==> config.mk <==
export PLATFORM = sky130hd
export DESIGN_NAME = id_decode_queue
export DESIGN_NICKNAME = d
export VERILOG_FILES = /design/src/rtl/decode_pkg.sv /design/src/rtl/instr_field_decode.sv /design/src/rtl/id_decode_queue.sv
export SDC_FILE = /design/constraint.sdc
export NUM_CORES = 1
export LEC_CHECK = 0
export ABC_AREA = 1
export BUFFER_PORTS_ARGS = -buffer_cell sky130_fd_sc_hd__buf_2
export CAP_MARGIN = 20
export CORE_AREA = 5 5 159 161
export CTS_CLUSTER_DIAMETER = 80
export DETAILED_ROUTE_END_ITERATION = 7
export DIE_AREA = 0 0 164 166
export PLACE_DENSITY = 0.85
export RECOVER_POWER = 50
export SYNTH_ARGS = -nofsm -noshare
export SYNTH_HDL_FRONTEND = slang
export SYNTH_HIERARCHICAL = 1
export SYNTH_SLANG_ARGS = --single-unit
==> constraint.sdc <==
create_clock -name clk -period 5.4 [get_ports clk]
set_input_delay 0.27 -clock clk [delete_from_list [all_inputs] [get_ports clk]]
set_output_delay 0.27 -clock clk [all_outputs]
set_load 0.1 [all_outputs]
==> src/rtl/decode_pkg.sv <==
// Shared constants for the instruction-decode stage: class codes, MIPS
// opcode/funct values and the widths of the decoded-record fields.
package decode_pkg;

  // Decoded-record field widths
  localparam int unsigned INSTR_W = 32;
  localparam int unsigned PC_W    = 32;
  localparam int unsigned OP_W    = 6;
  localparam int unsigned FN_W    = 6;
  localparam int unsigned REG_W   = 5;
  localparam int unsigned IMM_W   = 16;
  localparam int unsigned JIDX_W  = 26;
  localparam int unsigned CLS_W   = 3;

  // Instruction classes
  localparam logic [CLS_W-1:0] CLS_R       = 3'd0;
  localparam logic [CLS_W-1:0] CLS_IARITH  = 3'd1;
  localparam logic [CLS_W-1:0] CLS_LOAD    = 3'd2;
  localparam logic [CLS_W-1:0] CLS_STORE   = 3'd3;
  localparam logic [CLS_W-1:0] CLS_BRANCH  = 3'd4;
  localparam logic [CLS_W-1:0] CLS_JUMP    = 3'd5;
  localparam logic [CLS_W-1:0] CLS_LUI     = 3'd6;
  localparam logic [CLS_W-1:0] CLS_UNKNOWN = 3'd7;

  // Opcodes (range endpoints used for classification)
  localparam logic [OP_W-1:0] OP_SPECIAL = 6'h00;
  localparam logic [OP_W-1:0] OP_REGIMM  = 6'h01;
  localparam logic [OP_W-1:0] OP_J       = 6'h02;
  localparam logic [OP_W-1:0] OP_JAL     = 6'h03;
  localparam logic [OP_W-1:0] OP_BEQ     = 6'h04;
  localparam logic [OP_W-1:0] OP_BGTZ    = 6'h07;
  localparam logic [OP_W-1:0] OP_ADDI    = 6'h08;
  localparam logic [OP_W-1:0] OP_ANDI    = 6'h0c;
  localparam logic [OP_W-1:0] OP_XORI    = 6'h0e;
  localparam logic [OP_W-1:0] OP_LUI     = 6'h0f;
  localparam logic [OP_W-1:0] OP_LB      = 6'h20;
  localparam logic [OP_W-1:0] OP_LHU     = 6'h25;
  localparam logic [OP_W-1:0] OP_SB      = 6'h28;
  localparam logic [OP_W-1:0] OP_SW      = 6'h2b;

  // Funct codes
  localparam logic [FN_W-1:0] FN_JR = 6'h08;

  // Decoded fields stored per queue entry (imm_ext and pc are kept separately
  // because imm_ext width is a parameter of the instantiating module)
  typedef struct packed {
    logic [OP_W-1:0]   op;
    logic [FN_W-1:0]   func;
    logic [REG_W-1:0]  rs;
    logic [REG_W-1:0]  rt;
    logic [REG_W-1:0]  rd;
    logic [REG_W-1:0]  shamt;
    logic [IMM_W-1:0]  imm16;
    logic [JIDX_W-1:0] jidx;
    logic [CLS_W-1:0]  cls;
  } dec_fields_t;

endpackage

==> src/rtl/instr_field_decode.sv <==
// Purely combinational MIPS field splitter / classifier / immediate extender.
// Ports:
//   instr    - raw 32-bit instruction word
//   op..jidx - raw bit fields
//   cls      - instruction class code
//   imm_ext  - EXT_W-wide extended immediate
module instr_field_decode
  import decode_pkg::*;
#(
  parameter int unsigned EXT_W = 32
) (
  input  logic [INSTR_W-1:0] instr,
  output logic [OP_W-1:0]    op,
  output logic [FN_W-1:0]    func,
  output logic [REG_W-1:0]   rs,
  output logic [REG_W-1:0]   rt,
  output logic [REG_W-1:0]   rd,
  output logic [REG_W-1:0]   shamt,
  output logic [IMM_W-1:0]   imm16,
  output logic [JIDX_W-1:0]  jidx,
  output logic [CLS_W-1:0]   cls,
  output logic [EXT_W-1:0]   imm_ext
);

  assign op    = instr[31:26];
  assign rs    = instr[25:21];
  assign rt    = instr[20:16];
  assign rd    = instr[15:11];
  assign shamt = instr[10:6];
  assign func  = instr[5:0];
  assign imm16 = instr[15:0];
  assign jidx  = instr[25:0];

  always_comb begin
    cls = CLS_UNKNOWN;
    if (op == OP_SPECIAL) begin
      // jr is the only SPECIAL encoding treated as a jump
      cls = (func == FN_JR) ? CLS_JUMP : CLS_R;
    end else if (op == OP_REGIMM || (op >= OP_BEQ && op <= OP_BGTZ)) begin
      cls = CLS_BRANCH;
    end else if (op == OP_J || op == OP_JAL) begin
      cls = CLS_JUMP;
    end else if (op >= OP_ADDI && op <= OP_XORI) begin
      cls = CLS_IARITH;
    end else if (op == OP_LUI) begin
      cls = CLS_LUI;
    end else if (op >= OP_LB && op <= OP_LHU) begin
      cls = CLS_LOAD;
    end else if (op >= OP_SB && op <= OP_SW) begin
      cls = CLS_STORE;
    end
  end

  // Fill upper bits first, then overlay the low bits; avoids zero-width
  // replications when EXT_W == 32.
  always_comb begin
    imm_ext = '0;
    if (op >= OP_ANDI && op <= OP_XORI) begin
      imm_ext[IMM_W-1:0] = imm16;
    end else if (op == OP_LUI) begin
      imm_ext       = {EXT_W{imm16[IMM_W-1]}};
      imm_ext[31:0] = {imm16, 16'h0000};
    end else begin
      imm_ext            = {EXT_W{imm16[IMM_W-1]}};
      imm_ext[IMM_W-1:0] = imm16;
    end
  end

endmodule

==> src/rtl/id_decode_queue.sv <==
// Instruction-decode stage: decodes each accepted instruction at push time and
// holds the decoded record in a DEPTH-entry FIFO with valid/ready handshakes.
// Ports:
//   clk, reset          - clock, synchronous active-high reset (also clears storage)
//   flush               - synchronous clear of all queued entries, dominates push
//   in_valid/in_ready   - fetch-side handshake; in_instr/in_pc are the payload
//   out_valid/out_ready - consumer-side handshake for the head entry
//   out_*               - decoded head fields; all zero while empty
module id_decode_queue
  import decode_pkg::*;
#(
  parameter int unsigned DEPTH = 2,
  parameter int unsigned EXT_W = 32
) (
  input  logic               clk,
  input  logic               reset,
  input  logic               flush,
  input  logic               in_valid,
  output logic               in_ready,
  input  logic [INSTR_W-1:0] in_instr,
  input  logic [PC_W-1:0]    in_pc,
  output logic               out_valid,
  input  logic               out_ready,
  output logic [OP_W-1:0]    out_op,
  output logic [FN_W-1:0]    out_func,
  output logic [REG_W-1:0]   out_rs,
  output logic [REG_W-1:0]   out_rt,
  output logic [REG_W-1:0]   out_rd,
  output logic [REG_W-1:0]   out_shamt,
  output logic [IMM_W-1:0]   out_imm16,
  output logic [EXT_W-1:0]   out_imm_ext,
  output logic [JIDX_W-1:0]  out_jidx,
  output logic [CLS_W-1:0]   out_class,
  output logic [PC_W-1:0]    out_pc
);

  localparam int unsigned PW = $clog2(DEPTH);
  localparam int unsigned CW = PW + 1;
  localparam logic [CW-1:0] DepthCnt = CW'(DEPTH);

  dec_fields_t          dec;
  logic [EXT_W-1:0]     dec_ext;

  dec_fields_t          fields_q [DEPTH];
  logic [EXT_W-1:0]     ext_q    [DEPTH];
  logic [PC_W-1:0]      pc_q     [DEPTH];
  logic [PW-1:0]        wr_ptr_q;
  logic [PW-1:0]        rd_ptr_q;
  logic [CW-1:0]        count_q;

  logic                 push;
  logic                 pop;
  dec_fields_t          head;

  instr_field_decode #(
    .EXT_W (EXT_W)
  ) u_decode (
    .instr   (in_instr),
    .op      (dec.op),
    .func    (dec.func),
    .rs      (dec.rs),
    .rt      (dec.rt),
    .rd      (dec.rd),
    .shamt   (dec.shamt),
    .imm16   (dec.imm16),
    .jidx    (dec.jidx),
    .cls     (dec.cls),
    .imm_ext (dec_ext)
  );

  // in_ready uses the current count only, so a same-cycle pop never frees a slot
  assign in_ready  = (count_q < DepthCnt);
  assign out_valid = (count_q != '0);
  assign push      = in_valid && in_ready && !flush;
  assign pop       = out_valid && out_ready;

  always_ff @(posedge clk) begin
    if (reset) begin
      wr_ptr_q <= '0;
      rd_ptr_q <= '0;
      count_q  <= '0;
      for (int unsigned i = 0; i < DEPTH; i++) begin
        fields_q[i] <= '0;
        ext_q[i]    <= '0;
        pc_q[i]     <= '0;
      end
    end else if (flush) begin
      wr_ptr_q <= '0;
      rd_ptr_q <= '0;
      count_q  <= '0;
    end else begin
      if (push) begin
        fields_q[wr_ptr_q] <= dec;
        ext_q[wr_ptr_q]    <= dec_ext;
        pc_q[wr_ptr_q]     <= in_pc;
        wr_ptr_q           <= wr_ptr_q + 1'b1;
      end
      if (pop) begin
        rd_ptr_q <= rd_ptr_q + 1'b1;
      end
      case ({push, pop})
        2'b10:   count_q <= count_q + 1'b1;
        2'b01:   count_q <= count_q - 1'b1;
        default: count_q <= count_q;
      endcase
    end
  end

  always_comb begin
    head = '0;
    if (out_valid) begin
      head = fields_q[rd_ptr_q];
    end
  end

  assign out_op      = head.op;
  assign out_func    = head.func;
  assign out_rs      = head.rs;
  assign out_rt      = head.rt;
  assign out_rd      = head.rd;
  assign out_shamt   = head.shamt;
  assign out_imm16   = head.imm16;
  assign out_jidx    = head.jidx;
  assign out_class   = head.cls;
  assign out_imm_ext = out_valid ? ext_q[rd_ptr_q] : '0;
  assign out_pc      = out_valid ? pc_q[rd_ptr_q] : '0;

endmodule

# After elaboration in Yosys (flattened, before gate mapping)
# Memory sizes are Yosys's and may differ from the RTL's. A register that Yosys moved wholly into a read port is not among the register bits.
# Index checks and enable logic that the tools add are counted.
word_totals:
  regBits: 4
  latchBits: 0
  mem_bits_rw: 282
  mem_bits_ro: 0
  inputBits: 69
  word_cells: 81
  n_memories: 3
memory_table:
  columns: ["name", "depth", "word_bits", "rd", "rd_clocked_by_memory_dff", "write_ports", "line", "text"]
  rows:
  - ["fields_q", 2, 77, 1, 1, 2, "id_decode_queue.sv:44", "dec_fields_t fields_q [DEPTH];"]
  - ["ext_q", 2, 32, 1, 1, 2, "id_decode_queue.sv:45", "logic [EXT_W-1:0] ext_q [DEPTH];"]
  - ["pc_q", 2, 32, 1, 1, 2, "id_decode_queue.sv:46", "logic [PC_W-1:0] pc_q [DEPTH];"]
op_classes:
  add_sub_neg: 4
  n_mul: 0
  n_div: 0
  n_lt_le_gt_ge: 10
  eq_ne: 7
  shifts: 0
  muxes: 36
  bitwise: 0
  n_reduce_logical: 18
op_table:
  columns: ["operator", "n"]
  rows:
  - ["$mux W77", 2]
  - ["$mux W32", 4]
  - ["$reduce_or A77 Y1", 1]
  - ["$reduce_or A32 Y1", 2]
  - ["$mux W16", 2]
  - ["$mux W31", 1]
  - ["$mux W3", 8]
  - ["$mux W1", 18]
  - ["$eq A6 B2 Y1 const B", 2]
  - ["$eq A6 B4 Y1 const B", 2]
  - ["$ge A6 B4 Y1 const B", 2]
  - ["$ge A6 B6 Y1 const B", 2]
  - ["$le A6 B6 Y1 const B", 2]
  - ["$logic_and A1 B1 Y1", 8]
  - ["$eq A6 B1 Y1 const B", 1]
  - ["$ge A6 B3 Y1 const B", 1]
  - ["$le A6 B3 Y1 const B", 1]
  - ["$le A6 B4 Y1 const B", 1]
  - ["$logic_not A6 Y1", 1]
  - ["$pmux W2 S2", 1]
  - ["$reduce_bool A2 Y1", 2]
  - ["$add A1 B1 Y1 const B", 2]
  - ["$add A2 B1 Y2 const B", 1]
  - ["$eq A2 B1 Y1 const B", 1]
  - ["other kinds (6)", 7]

# Logic depth before layout (Yosys ltp)
logic_depth:
  ltp_word: 10
  depth_mapped: 8
  ltp_nobuf: 8

# Cells and area by module
# Netlist, hierarchy kept.
modules_own_cells:
  columns: ["mod", "n_inst", "cells_per_inst", "area_each_um2", "seq_area_each_um2"]
  rows:
  - ["id_decode_queue", 1, 1250, 12477.0, 8568.2]
  - ["instr_field_decode", 1, 163, 1014.7, 0.0]

# Worst setup path after synthesis
# No wires, ideal clock.
synth_path:
  path_type: "reg2reg"
  from: "reg count_q[1]"
  to: "mem ext_q[0][0], enable pin"
  setup_time_ns: 0.506
  t_arrival_ns: 4.434
  slack_ns: 0.460
  stages_incl_launch_ff: 8
  n_path_buf: 2
  synth_period_minus_slack_ns: 4.940
  cell_sequence: "dfxtp_1 > inv_2 > nand3_2 > nor2_2 > nand2_2 > buf_6 > buf_2 > nand2_1"
synth_rtl:
  columns: ["element", "line", "text"]
  rows:
  - ["start: declaration", "id_decode_queue.sv:49", "logic [CW-1:0] count_q;"]
  - ["start signal: assignment", "id_decode_queue.sv:102", "2'b10: count_q <= count_q + 1'b1;"]
  - ["start signal: assignment", "id_decode_queue.sv:103", "2'b01: count_q <= count_q - 1'b1;"]
  - ["start signal: assignment", "id_decode_queue.sv:104", "default: count_q <= count_q;"]
  - ["end: declaration", "id_decode_queue.sv:45", null]

# Final worst setup path
layout_path:
  from: "reg count_q[1]"
  to: "out out_imm16[6]"
layout_between:
  elab_chain_cells: 2
layout_rtl:
  columns: ["element", "line", "text"]
  rows:
  - ["$reduce_bool A2 Y1", "id_decode_queue.sv:73", "assign out_valid = (count_q != '0);"]
  - ["$mux W77", "id_decode_queue.sv:111", "if (out_valid) begin"]
  - ["end: declaration", "id_decode_queue.sv:30", "output logic [IMM_W-1:0] out_imm16,"]
# Every way passes these cells.

==> results.txt <==
status - complete, but fails checks
failing checks - max-capacitance violations, max-slew violations
critical path capture point type - primary output
# clock sinks - 287
HP Class - in2reg
H-tree depth - 1
# diodes - 0
final antenna-violating net count - 0
# Max-Cap Violations - 5
Max Slew Vio Count - 285
Clock Path Buffers - 3
initial core utilization - 56.6%
CTS Root Cell - clkbuf_16
maximum clock rate - 0.262 GHz
TNS Setup - 0 ns
count of different cell masters after synthesis - 25
# setup viols final - 0
Worst Max-Slew Pin Slew - 2.55 ns
Slew HR - -70.1%
area delta synth->final - 11.3%
Final period util - 70.6%
# port buffers - 211
global route overflow - 0
CP arrival - 3.54 ns
wire per inst - 17.3 um
most common cell after layout, fill and taps aside - nor2_1
io pins - 212
syn nets - 1,483
WHS - 0.0522 ns
min Tclk post-route - 3.81 ns
Total GRT Usage - 23.0%
# rows - 57
Die Y-Extent - 166 um
yosys warns - 6
Leakage - 0.00688 uW
Critical Path RT - 5.13 ns
DR DRC count - 0
Synth Area per Inst - 9.55 um2
nets - 1,584
Synth Register Bits - 287
clk slew on worst S/H paths - 0.06 ns
number of fill cells - 1,913
CTS resizes - 0
CP Class - reg2out
Vias/cell - 5.24
clk_lat worst skew - 0.52 ns
vias in the first global route - 9,503
Hold Crit Depth - 3
share of layout cells above drive strength 1 - 18.0%
routed wire length - 32,100 um
Detailed Place HPWL - 19,900 um
clk_skew - 0.00636 ns
PwrDens - 338 mW/mm2
total number of vias - 9,742
Post-Synthesis Cells - 1,413
Cell Area, Synth - 0.0135 mm2
total CTS buffers - 29
Setup crit start kind - flop
initial drt markers - 1,054
commonest cells after routing, fill and taps aside - nor2_1 (315), nand2_1 (304), edfxtp_1 (282), buf_2 (209), inv_1 (173)
hold_buf cts - 2
Final Wtd Congestion - 0.803
1st-pass router iterations - 6
Seq/Total Area, Yosys - 63.5%
post-CTS setup buffers - 0
Crit Path Max Fanout - 53
Die X - 164 um
unrepaired setup endpoints after global routing - no
Core Area - 0.0238 mm2
Peak VDD IR - 0.333 mV
TritonCTS clock tree - built
Die Area - 0.0272 mm2
final hold viol count - 0
largest net degree at the start of global routing - 118
global-route wire length before repair - 49,800 um
R2R depth - 6
initial antenna violation count - 1
[where the power goes]
group / switching (uW) / leakage [uW] / internal, uW / total [uW]
Sequential: 37.3 / 0.00296 / 2570 / 2610
Clock: 794 / 0.000436 / 1120 / 1920
Combinational: 461 / 0.00349 / 98.4 / 560
Total: 1290 / 0.00688 / 3790 / 5080
[through the flow]
stage	std cells	total power, uW	setup slack, ns	utilization, %	instance area [um2]
after floorplan	1413	3110	0.460	-	13500
after global routing	1859	5240	1.30	63.1	15000
after CTS	1858	5100	1.79	63.1	15000
after detailed placement	1804	3210	2.34	59.2	14100
final	1859	5080	1.59	63.1	15000
after global placement	1804	3190	2.46	59.2	14100
[layer usage]
layer / up-vias / GRT usage [%] / routed length (um)
met1: 4598 / 30.0 / 12300
met5: - / 0 / 19
met4: 2 / 10.1 / 1520
met3: 88 / 4.12 / 2510
met2: 448 / 37.9 / 15800
li1: 4606 / - / -
[registers in the layout (all words and copies together) (netlist names), named ones only]
register,flops
fields_q,154
ext_q,64
pc_q,64
count_q,2
rd_ptr_q,1
wr_ptr_q,1
[critical path, cell delays in order, from the launching register on]
cell	delay, ns
dfxtp_1	0.36
nor2_4	0.13
clkbuf_1	1.80
a21oi_1	0.24
buf_2	0.44
[cell usage after synthesis (all sizes together)]
| master | instances | area share [%] |
|---|---|---|
| nand4 | 2 | 0.093 |
| dfxtp | 5 | 0.74 |
| clkbuf | 23 | 0.64 |
| a21oi | 141 | 5.2 |
| inv | 176 | 4.9 |
| o21ai | 16 | 0.90 |
| edfxtp | 282 | 63 |
| nand2 | 307 | 8.6 |
| ha | 1 | 0.093 |
| buf | 130 | 6.4 |
| clkinv | 1 | 0.028 |
| nand3 | 10 | 0.54 |
| nor3 | 1 | 0.037 |
| xor2 | 1 | 0.065 |
| nor2 | 317 | 8.9 |
[logic make-up after synthesis]
group	share of synthesized area [%]
DFF	63.5
adders and majority gates	0.0927
and+or+nand+nor	18.2
AOI/OAI and AO/OA	6.13
buffers and inverters	12.0
xor gates and xnor gates	0.0649
[final timing paths]
check	slack, ns	endpoint	from
max	1.59	out_imm16[6]	count_q[1]
min	0.05	pc_q[0][24]	in_pc[24]
max reg2reg	1.80	fields_q[0][16]	count_q[1]
min reg2reg	0.50	rd_ptr_q	rd_ptr_q
[cell type report]
type	instances	area, um2	share of cell area [%]
repair buffers	223	1170	7.77
multi-input cells	796	3310	22.0
clock inverters	16	146	0.975
flip-flops and latches	287	8570	57.1
clock buffers	36	752	5.01
well taps	324	405	2.70
inverters	177	669	4.46
(Power assumes the default switching activity.)
